[src/rtl/digitron_scan_ctrl_if.sv]
// Display-side bundle for the 4-digit scan controller: value load handshake,
// display mode controls, and the registered segment/select pins.
interface digitron_scan_ctrl_if;
  logic        load;
  logic [15:0] digits_bcd;
  logic [3:0]  dp_in;
  logic        lz_en;
  logic        blank_all;
  logic        load_ack;
  logic        frame_done;
  logic [7:0]  Digitron_Out;
  logic [3:0]  DigitronCS_Out;

  modport master (
    output load, digits_bcd, dp_in, lz_en, blank_all,
    input  load_ack, frame_done, Digitron_Out, DigitronCS_Out
  );

  modport slave (
    input  load, digits_bcd, dp_in, lz_en, blank_all,
    output load_ack, frame_done, Digitron_Out, DigitronCS_Out
  );
endinterface

[src/rtl/digitron_scan_ctrl.sv]
// Multiplexed 4-digit 7-segment scan scheduler: per-digit slot with a blanking
// gap, tear-free value commit at frame boundaries, optional leading-zero blanking.
module digitron_scan_ctrl #(
  parameter logic [15:0] T_SLOT  = 16'd50000,
  parameter logic [15:0] T_BLANK = 16'd500
) (
  input logic                CLK,
  input logic                RSTn,
  digitron_scan_ctrl_if.slave bus
);

  typedef enum logic {ST_BLANK, ST_SHOW} state_t;

  state_t      r_state, w_state_next;
  logic [15:0] r_slot_cnt, w_slot_cnt_next;
  logic [1:0]  r_idx, w_idx_next;
  logic        w_slot_last, w_frame_end;

  logic [15:0] r_shadow, r_pend_data;
  logic [3:0]  r_dp_shadow, r_pend_dp;
  logic        r_pend_valid;

  logic [7:0]  r_seg, w_seg_next;
  logic [3:0]  r_cs, w_cs_next;
  logic        r_load_ack, r_frame_done;

  logic [3:0]  w_digit;
  logic [3:0]  w_hi_zero;

  function automatic logic [6:0] seg_encode(input logic [3:0] d);
    case (d)
      4'd0:    seg_encode = 7'h3f;
      4'd1:    seg_encode = 7'h06;
      4'd2:    seg_encode = 7'h5b;
      4'd3:    seg_encode = 7'h4f;
      4'd4:    seg_encode = 7'h66;
      4'd5:    seg_encode = 7'h6d;
      4'd6:    seg_encode = 7'h7d;
      4'd7:    seg_encode = 7'h07;
      4'd8:    seg_encode = 7'h7f;
      4'd9:    seg_encode = 7'h6f;
      default: seg_encode = 7'h40;
    endcase
  endfunction

  assign w_slot_last     = (r_slot_cnt == T_SLOT - 16'd1);
  assign w_frame_end     = w_slot_last && (r_idx == 2'd3);
  assign w_slot_cnt_next = w_slot_last ? 16'd0 : r_slot_cnt + 16'd1;
  assign w_idx_next      = w_slot_last ? r_idx + 2'd1 : r_idx;

  assign w_digit = r_shadow[{r_idx, 2'b00} +: 4];

  // w_hi_zero[k]: digit k and every digit above it are zero; digit0 never blanks
  assign w_hi_zero[0] = 1'b0;
  generate
    for (genvar gi = 1; gi < 4; gi++) begin : g_lz
      assign w_hi_zero[gi] = ~|r_shadow[15:4*gi];
    end
  endgenerate

  always_ff @(posedge CLK or negedge RSTn) begin
    if (!RSTn) begin
      r_state    <= ST_BLANK;
      r_slot_cnt <= 16'd0;
      r_idx      <= 2'd0;
    end else begin
      r_state    <= w_state_next;
      r_slot_cnt <= w_slot_cnt_next;
      r_idx      <= w_idx_next;
    end
  end

  always_comb begin
    w_state_next = (w_slot_cnt_next < T_BLANK) ? ST_BLANK : ST_SHOW;
    w_seg_next   = 8'h00;
    w_cs_next    = 4'hF;
    if (r_state == ST_SHOW && !bus.blank_all) begin
      w_cs_next  = ~(4'b0001 << r_idx);
      w_seg_next = {r_dp_shadow[r_idx],
                    (bus.lz_en && w_hi_zero[r_idx]) ? 7'h00 : seg_encode(w_digit)};
    end
  end

  // A load on the frame-end edge becomes the next pending value while the
  // previously pending one commits.
  always_ff @(posedge CLK or negedge RSTn) begin
    if (!RSTn) begin
      r_pend_data  <= 16'h0000;
      r_pend_dp    <= 4'h0;
      r_pend_valid <= 1'b0;
      r_shadow     <= 16'h0000;
      r_dp_shadow  <= 4'h0;
      r_load_ack   <= 1'b0;
      r_frame_done <= 1'b0;
    end else begin
      if (bus.load) begin
        r_pend_data <= bus.digits_bcd;
        r_pend_dp   <= bus.dp_in;
      end
      if (w_frame_end && r_pend_valid) begin
        r_shadow    <= r_pend_data;
        r_dp_shadow <= r_pend_dp;
      end
      r_pend_valid <= bus.load | (r_pend_valid & ~w_frame_end);
      r_load_ack   <= w_frame_end & r_pend_valid;
      r_frame_done <= w_frame_end;
    end
  end

  always_ff @(posedge CLK or negedge RSTn) begin
    if (!RSTn) begin
      r_seg <= 8'h00;
      r_cs  <= 4'hF;
    end else begin
      r_seg <= w_seg_next;
      r_cs  <= w_cs_next;
    end
  end

  assign bus.Digitron_Out   = r_seg;
  assign bus.DigitronCS_Out = r_cs;
  assign bus.load_ack       = r_load_ack;
  assign bus.frame_done     = r_frame_done;

endmodule

[src/flat_wrapper.sv]
// flat-port wrapper written by rule: the top's interface ports become plain ports
module digitron_scan_ctrl_flat 
#(
  parameter logic [15:0] T_SLOT  = 16'd50000,
  parameter logic [15:0] T_BLANK = 16'd500
)
  (CLK, RSTn, bus_load, bus_digits_bcd, bus_dp_in, bus_lz_en, bus_blank_all, bus_load_ack, bus_frame_done, bus_Digitron_Out, bus_DigitronCS_Out);
  digitron_scan_ctrl_if bus_i ();
  input logic CLK;
  input logic RSTn;
  input wire logic [$bits(bus_i.load)-1:0] bus_load;
  input wire logic [$bits(bus_i.digits_bcd)-1:0] bus_digits_bcd;
  input wire logic [$bits(bus_i.dp_in)-1:0] bus_dp_in;
  input wire logic [$bits(bus_i.lz_en)-1:0] bus_lz_en;
  input wire logic [$bits(bus_i.blank_all)-1:0] bus_blank_all;
  output wire logic [$bits(bus_i.load_ack)-1:0] bus_load_ack;
  output wire logic [$bits(bus_i.frame_done)-1:0] bus_frame_done;
  output wire logic [$bits(bus_i.Digitron_Out)-1:0] bus_Digitron_Out;
  output wire logic [$bits(bus_i.DigitronCS_Out)-1:0] bus_DigitronCS_Out;
  assign bus_i.load = bus_load;
  assign bus_i.digits_bcd = bus_digits_bcd;
  assign bus_i.dp_in = bus_dp_in;
  assign bus_i.lz_en = bus_lz_en;
  assign bus_i.blank_all = bus_blank_all;
  assign bus_load_ack = bus_i.load_ack;
  assign bus_frame_done = bus_i.frame_done;
  assign bus_Digitron_Out = bus_i.Digitron_Out;
  assign bus_DigitronCS_Out = bus_i.DigitronCS_Out;
  digitron_scan_ctrl #(.T_SLOT(T_SLOT), .T_BLANK(T_BLANK)) u_core (.CLK(CLK), .RSTn(RSTn), .bus(bus_i));
endmodule
[config.mk]
export PLATFORM = sky130hd
export DESIGN_NAME = digitron_scan_ctrl_flat
export DESIGN_NICKNAME = d
export VERILOG_FILES = /design/src/rtl/digitron_scan_ctrl_if.sv /design/src/rtl/digitron_scan_ctrl.sv /design/src/flat_wrapper.sv
export SDC_FILE = /design/constraint.sdc
export NUM_CORES = 1
export LEC_CHECK = 0
export CAP_MARGIN = 0
export CORE_UTILIZATION = 50
export DETAILED_ROUTE_END_ITERATION = 8
export PLACE_DENSITY_LB_ADDON = 0.2
export SYNTH_ARGS = -nofsm -noshare
export SYNTH_HDL_FRONTEND = slang
export SYNTH_SLANG_ARGS = --single-unit
export TNS_END_PERCENT = 30
[constraint.sdc]
create_clock -name CLK -period 2.05 [get_ports CLK]
set_clock_uncertainty 0.05 [all_clocks]
set_input_delay 0.41 -clock CLK [delete_from_list [all_inputs] [get_ports CLK]]
set_output_delay 0.41 -clock CLK [all_outputs]
set_load 0.01 [all_outputs]
==> flow_metrics.py <==
metrics = {
    "cts": {
        "numCtsBuffers": 9,
        "clock-sinks": 74,
        "cts.htree.levels": 3,
        "worst_skew_pair.late_latency_ns": 0.34,
        "cts_root_buf": "clkbuf_8",
        "cts_buffer_depth": 2,
        "cts_tree": "done",
        "path_clk_slew_ns": 0.08,
    },
    "timing": {
        "rsz0062_at_grt": "no",
        "setup_viol": 0,
        "finalCritPeriodShare_pct": 95.81,
        "report.final.slew_viol_count": 0,
        "fin_crit_ns": 1.964,
        "slew_headroom_pct": 72.25,
        "holdWs_ns": 0.04051,
        "max_freq_mhz": 509.1,
        "hold_viol_final": 0,
        "tns_ns": 0,
        "tightest_slew_ns": 0.4162,
    },
    "floorplanning": {
        "io_pins": 39,
        "die_h_um": 84.47,
        "die_area_um2": 7135,
        "num_rows": 29,
        "coreArea_um2": 6459,
        "start_util_pct": 52.65,
        "die-width_um": 84.47,
    },
    "setup_path": {
        "path_class": "reg -> reg",
        "critPathMaxFanout": 17,
        "endpoint_kind": "flip-flop",
        "critical_path_arrival_ns": 2.14,
        "start_kind": "flip-flop",
        "required_ns": 2.23,
    },
    "power_and_ir_drop": {
        "power_per_cell_area_nw_per_um2": 634.1,
        "p_leak_nw": 1.895,
        "p_seq_share_pct": 56.8,
        "clkPwrFrac_pct": 38.2,
        "combPwrFrac_pct": 5.0,
        "ir_drop_uv": 414.8,
        "p_sw_share_pct": 23.21,
        "p_int_w": 0.002052,
        "switching_power_w": 0.0006201,
    },
    "flow_run": {
        "drv_cap": 0,
    },
    "routing": {
        "ant_nets": 0,
        "drt-total-wl_um": 6090,
        "vias_per_cell": 5.431,
        "detail_route.first_pass.iterations": 6,
        "drcViolationCount": 2,
        "drt_iter0_drc": 125,
        "route.vias.total": 2194,
        "wl_per_cell_um": 15.07,
    },
    "yosys": {
        "yosysWarnings": 0,
        "ys_types": 51,
        "syn_area_um2": 3401,
        "synth_compound_area_share_pct": 5.261,
        "synthCells": 261,
        "synth_adder_area_share_pct": 3.679,
        "postSynthAreaPerCell_um2": 13.03,
        "ys_seq_area_share_pct": 54.60,
        "synth_xor_area_share_pct": 3.091,
        "synth-seq-cells": 74,
        "yosys.area_share.simple_pct": 12.69,
        "synth_top_family_by_area": "multiplexers",
        "synth_nets": 296,
        "muxShareOfSynthArea_pct": 17.70,
    },
    "run_status": {
        "status": "finished with violations",
        "violations": "design-rule violations",
    },
    "cells_and_area": {
        "diodes": 0,
        "layout_common_cells": "dfrtp_1, mux2_2, clkdlybuf4s50_1, buf_4, nor2_1",
        "finish.utilization_pct": 65.25,
        "syn_to_final_growth_pct": 23.91,
        "final_cell_area_um2": 4214,
        "nNetsFinal": 357,
        "multi_input_area_um2": 1465,
        "drive_gt1_share_pct": 30.89,
        "mostFrequentLayoutCell": "dfrtp_1",
        "fill_cells": 501,
        "final_cells": 404,
        "ff_latch_area_um2": 1858,
    },
    "worst_hold_path": {
        "hold_path.class": "in -> async",
    },
    "placed_design": {
        "placed_area_um2": 4008,
        "dp.cells": 388,
        "io_buffers": 38,
        "dpl.hpwl_um": 4282,
        "gp_congestion": 0.7860,
    },
    "grt": {
        "first_global_vias": 2262,
        "grt_pass1_wl_um": 10810,
        "antenna_found_initial": 0,
        "grt.total_usage_pct": 19.64,
        "grt_start_max_net_pins": 75,
        "overflow": 0,
    },
}
==> registers in the layout, indices dropped and copies added, names as in the netlist <==
register / flops
u_core.r_pend_data: 16
u_core.r_idx: 2
u_core.bus.load_ack: 1
u_core.bus.frame_done: 1
u_core.r_shadow: 16
u_core.r_pend_dp: 4
u_core.r_dp_shadow: 4
u_core.r_pend_valid: 1
u_core.bus.DigitronCS_Out: 4
u_core.bus.Digitron_Out: 8
u_core.r_state: 1
u_core.r_slot_cnt: 16
==> routing by layer <==
layer,GRT usage [%],up-vias,routed length [um]
met5,0,-,0
met1,28.04,1075,2988
met2,29.36,52,2770
met4,9.245,0,85
met3,3.638,8,246
li1,-,1059,-
==> power groups by stage <==
stage                     Combinational [W]  Sequential, W  Clock (W)
final                              0.000133        0.00152    0.00102
after global routing               0.000148        0.00152    0.00112
after CTS                          0.000137        0.00152    0.00105
after detailed placement           0.000137        0.00155          0
after global placement             0.000133        0.00155          0
after floorplan                   0.0000480        0.00154          0
==> logic make-up (layout without fill, tap and decap cells) <==
group | count (synthesis) | count (layout)
flops | 74 | 74
xor+xnor | 12 | 12
fa+ha+maj | 10 | 10
simple gates | 72 | 72
buf+inv | 19 | 85
mux | 48 | 48
compound gates | 26 | 26
==> cells in the mapped netlist, drive strengths merged <==
cell      n  area (um^2)
nor2     14        60.06
inv       9        33.78
or3       3        18.77
nor4      5        31.28
o211ai    2        15.01
buf       8        60.05
and3      3        23.77
nand3b    1        7.510
nor3b     1        7.510
o21ai     6        30.03
clkbuf    2        7.510
or2       1        6.260
nand2b    3        21.27
nand4     5        37.53
mux4      5        120.1
xor2      5        43.79
a21o      1        7.510
o21a      4        30.03
a211oi    3        22.52
xnor2     7        61.31
dfstp     4        105.1
dfrtp    70         1752
nor4b     1        8.760
a32o      1        10.01
and2      2        12.51
mux2i     2        20.02
o221ai    1        8.760
a21boi    1        7.510
a21oi     4        20.02
mux2     41        461.7
nor2b     3        21.27
nand2    11        41.29
and4bb    1        12.51
a2bb2oi   1        8.760
a221oi    1        8.760
o211a     1        10.01
ha       10        125.1
nand4b    1        8.760
nor4bb    1        10.01
and4      3        26.28
nand3     8        40.04
nor3      5        36.29
==> stage by stage <==
step / setup WS, ns / power (W)
after floorplan: 0.1397 / 0.001587
after global placement: 0.1022 / 0.001679
after detailed placement: 0.05905 / 0.001684
after CTS: 0.04699 / 0.002704
after global routing: 0.01404 / 0.002793
final: 0.08590 / 0.002672
==> layout make-up <==
| class | instances | area share [%] |
|---|---|---|
| clock buffer | 10 | 3.266 |
| clock inverter | 6 | 0.9798 |
| inverter | 9 | 0.8017 |
| multi-input combinational | 168 | 34.77 |
| sequential | 74 | 44.09 |
| tap | 77 | 2.286 |
| timing repair buffer | 60 | 13.81 |
==> critical path: stages, from the launching register on <==
cell	delay, ns
dfrtp_1	0.49
nor4b_1	0.34
and4_4	0.28
and3_4	0.20
buf_12	0.15
mux2_2	0.33
==> final timing paths <==
kind,start,depth (start not counted),slack [ns],end
min reg2reg,u_core.r_pend_valid$_DFF_PN0_,1,0.44,u_core.r_pend_valid$_DFF_PN0_
min,RSTn,2,0.04,u_core.bus.Digitron_Out[3]$_DFF_PN0_
max in group asynchronous,RSTn,2,1.57,u_core.bus.DigitronCS_Out[3]$_DFF_PN1_
min in group CLK,u_core.r_pend_valid$_DFF_PN0_,1,0.44,u_core.r_pend_valid$_DFF_PN0_
max reg2reg,u_core.r_slot_cnt[6]$_DFF_PN0_,5,0.09,u_core.r_shadow[11]$_DFFE_PN0P_
max,u_core.r_slot_cnt[6]$_DFF_PN0_,5,0.09,u_core.r_shadow[11]$_DFFE_PN0P_
==> repair_timing <==
| item | CTS | global route |
|---|---|---|
| setup buffers | 0 | 0 |
| setup endpoints to repair | 0 | 11 |
| hold buffers | 0 | 0 |
| gates resized for setup | 0 | 7 |
Power figures use the tool's default switching activity.
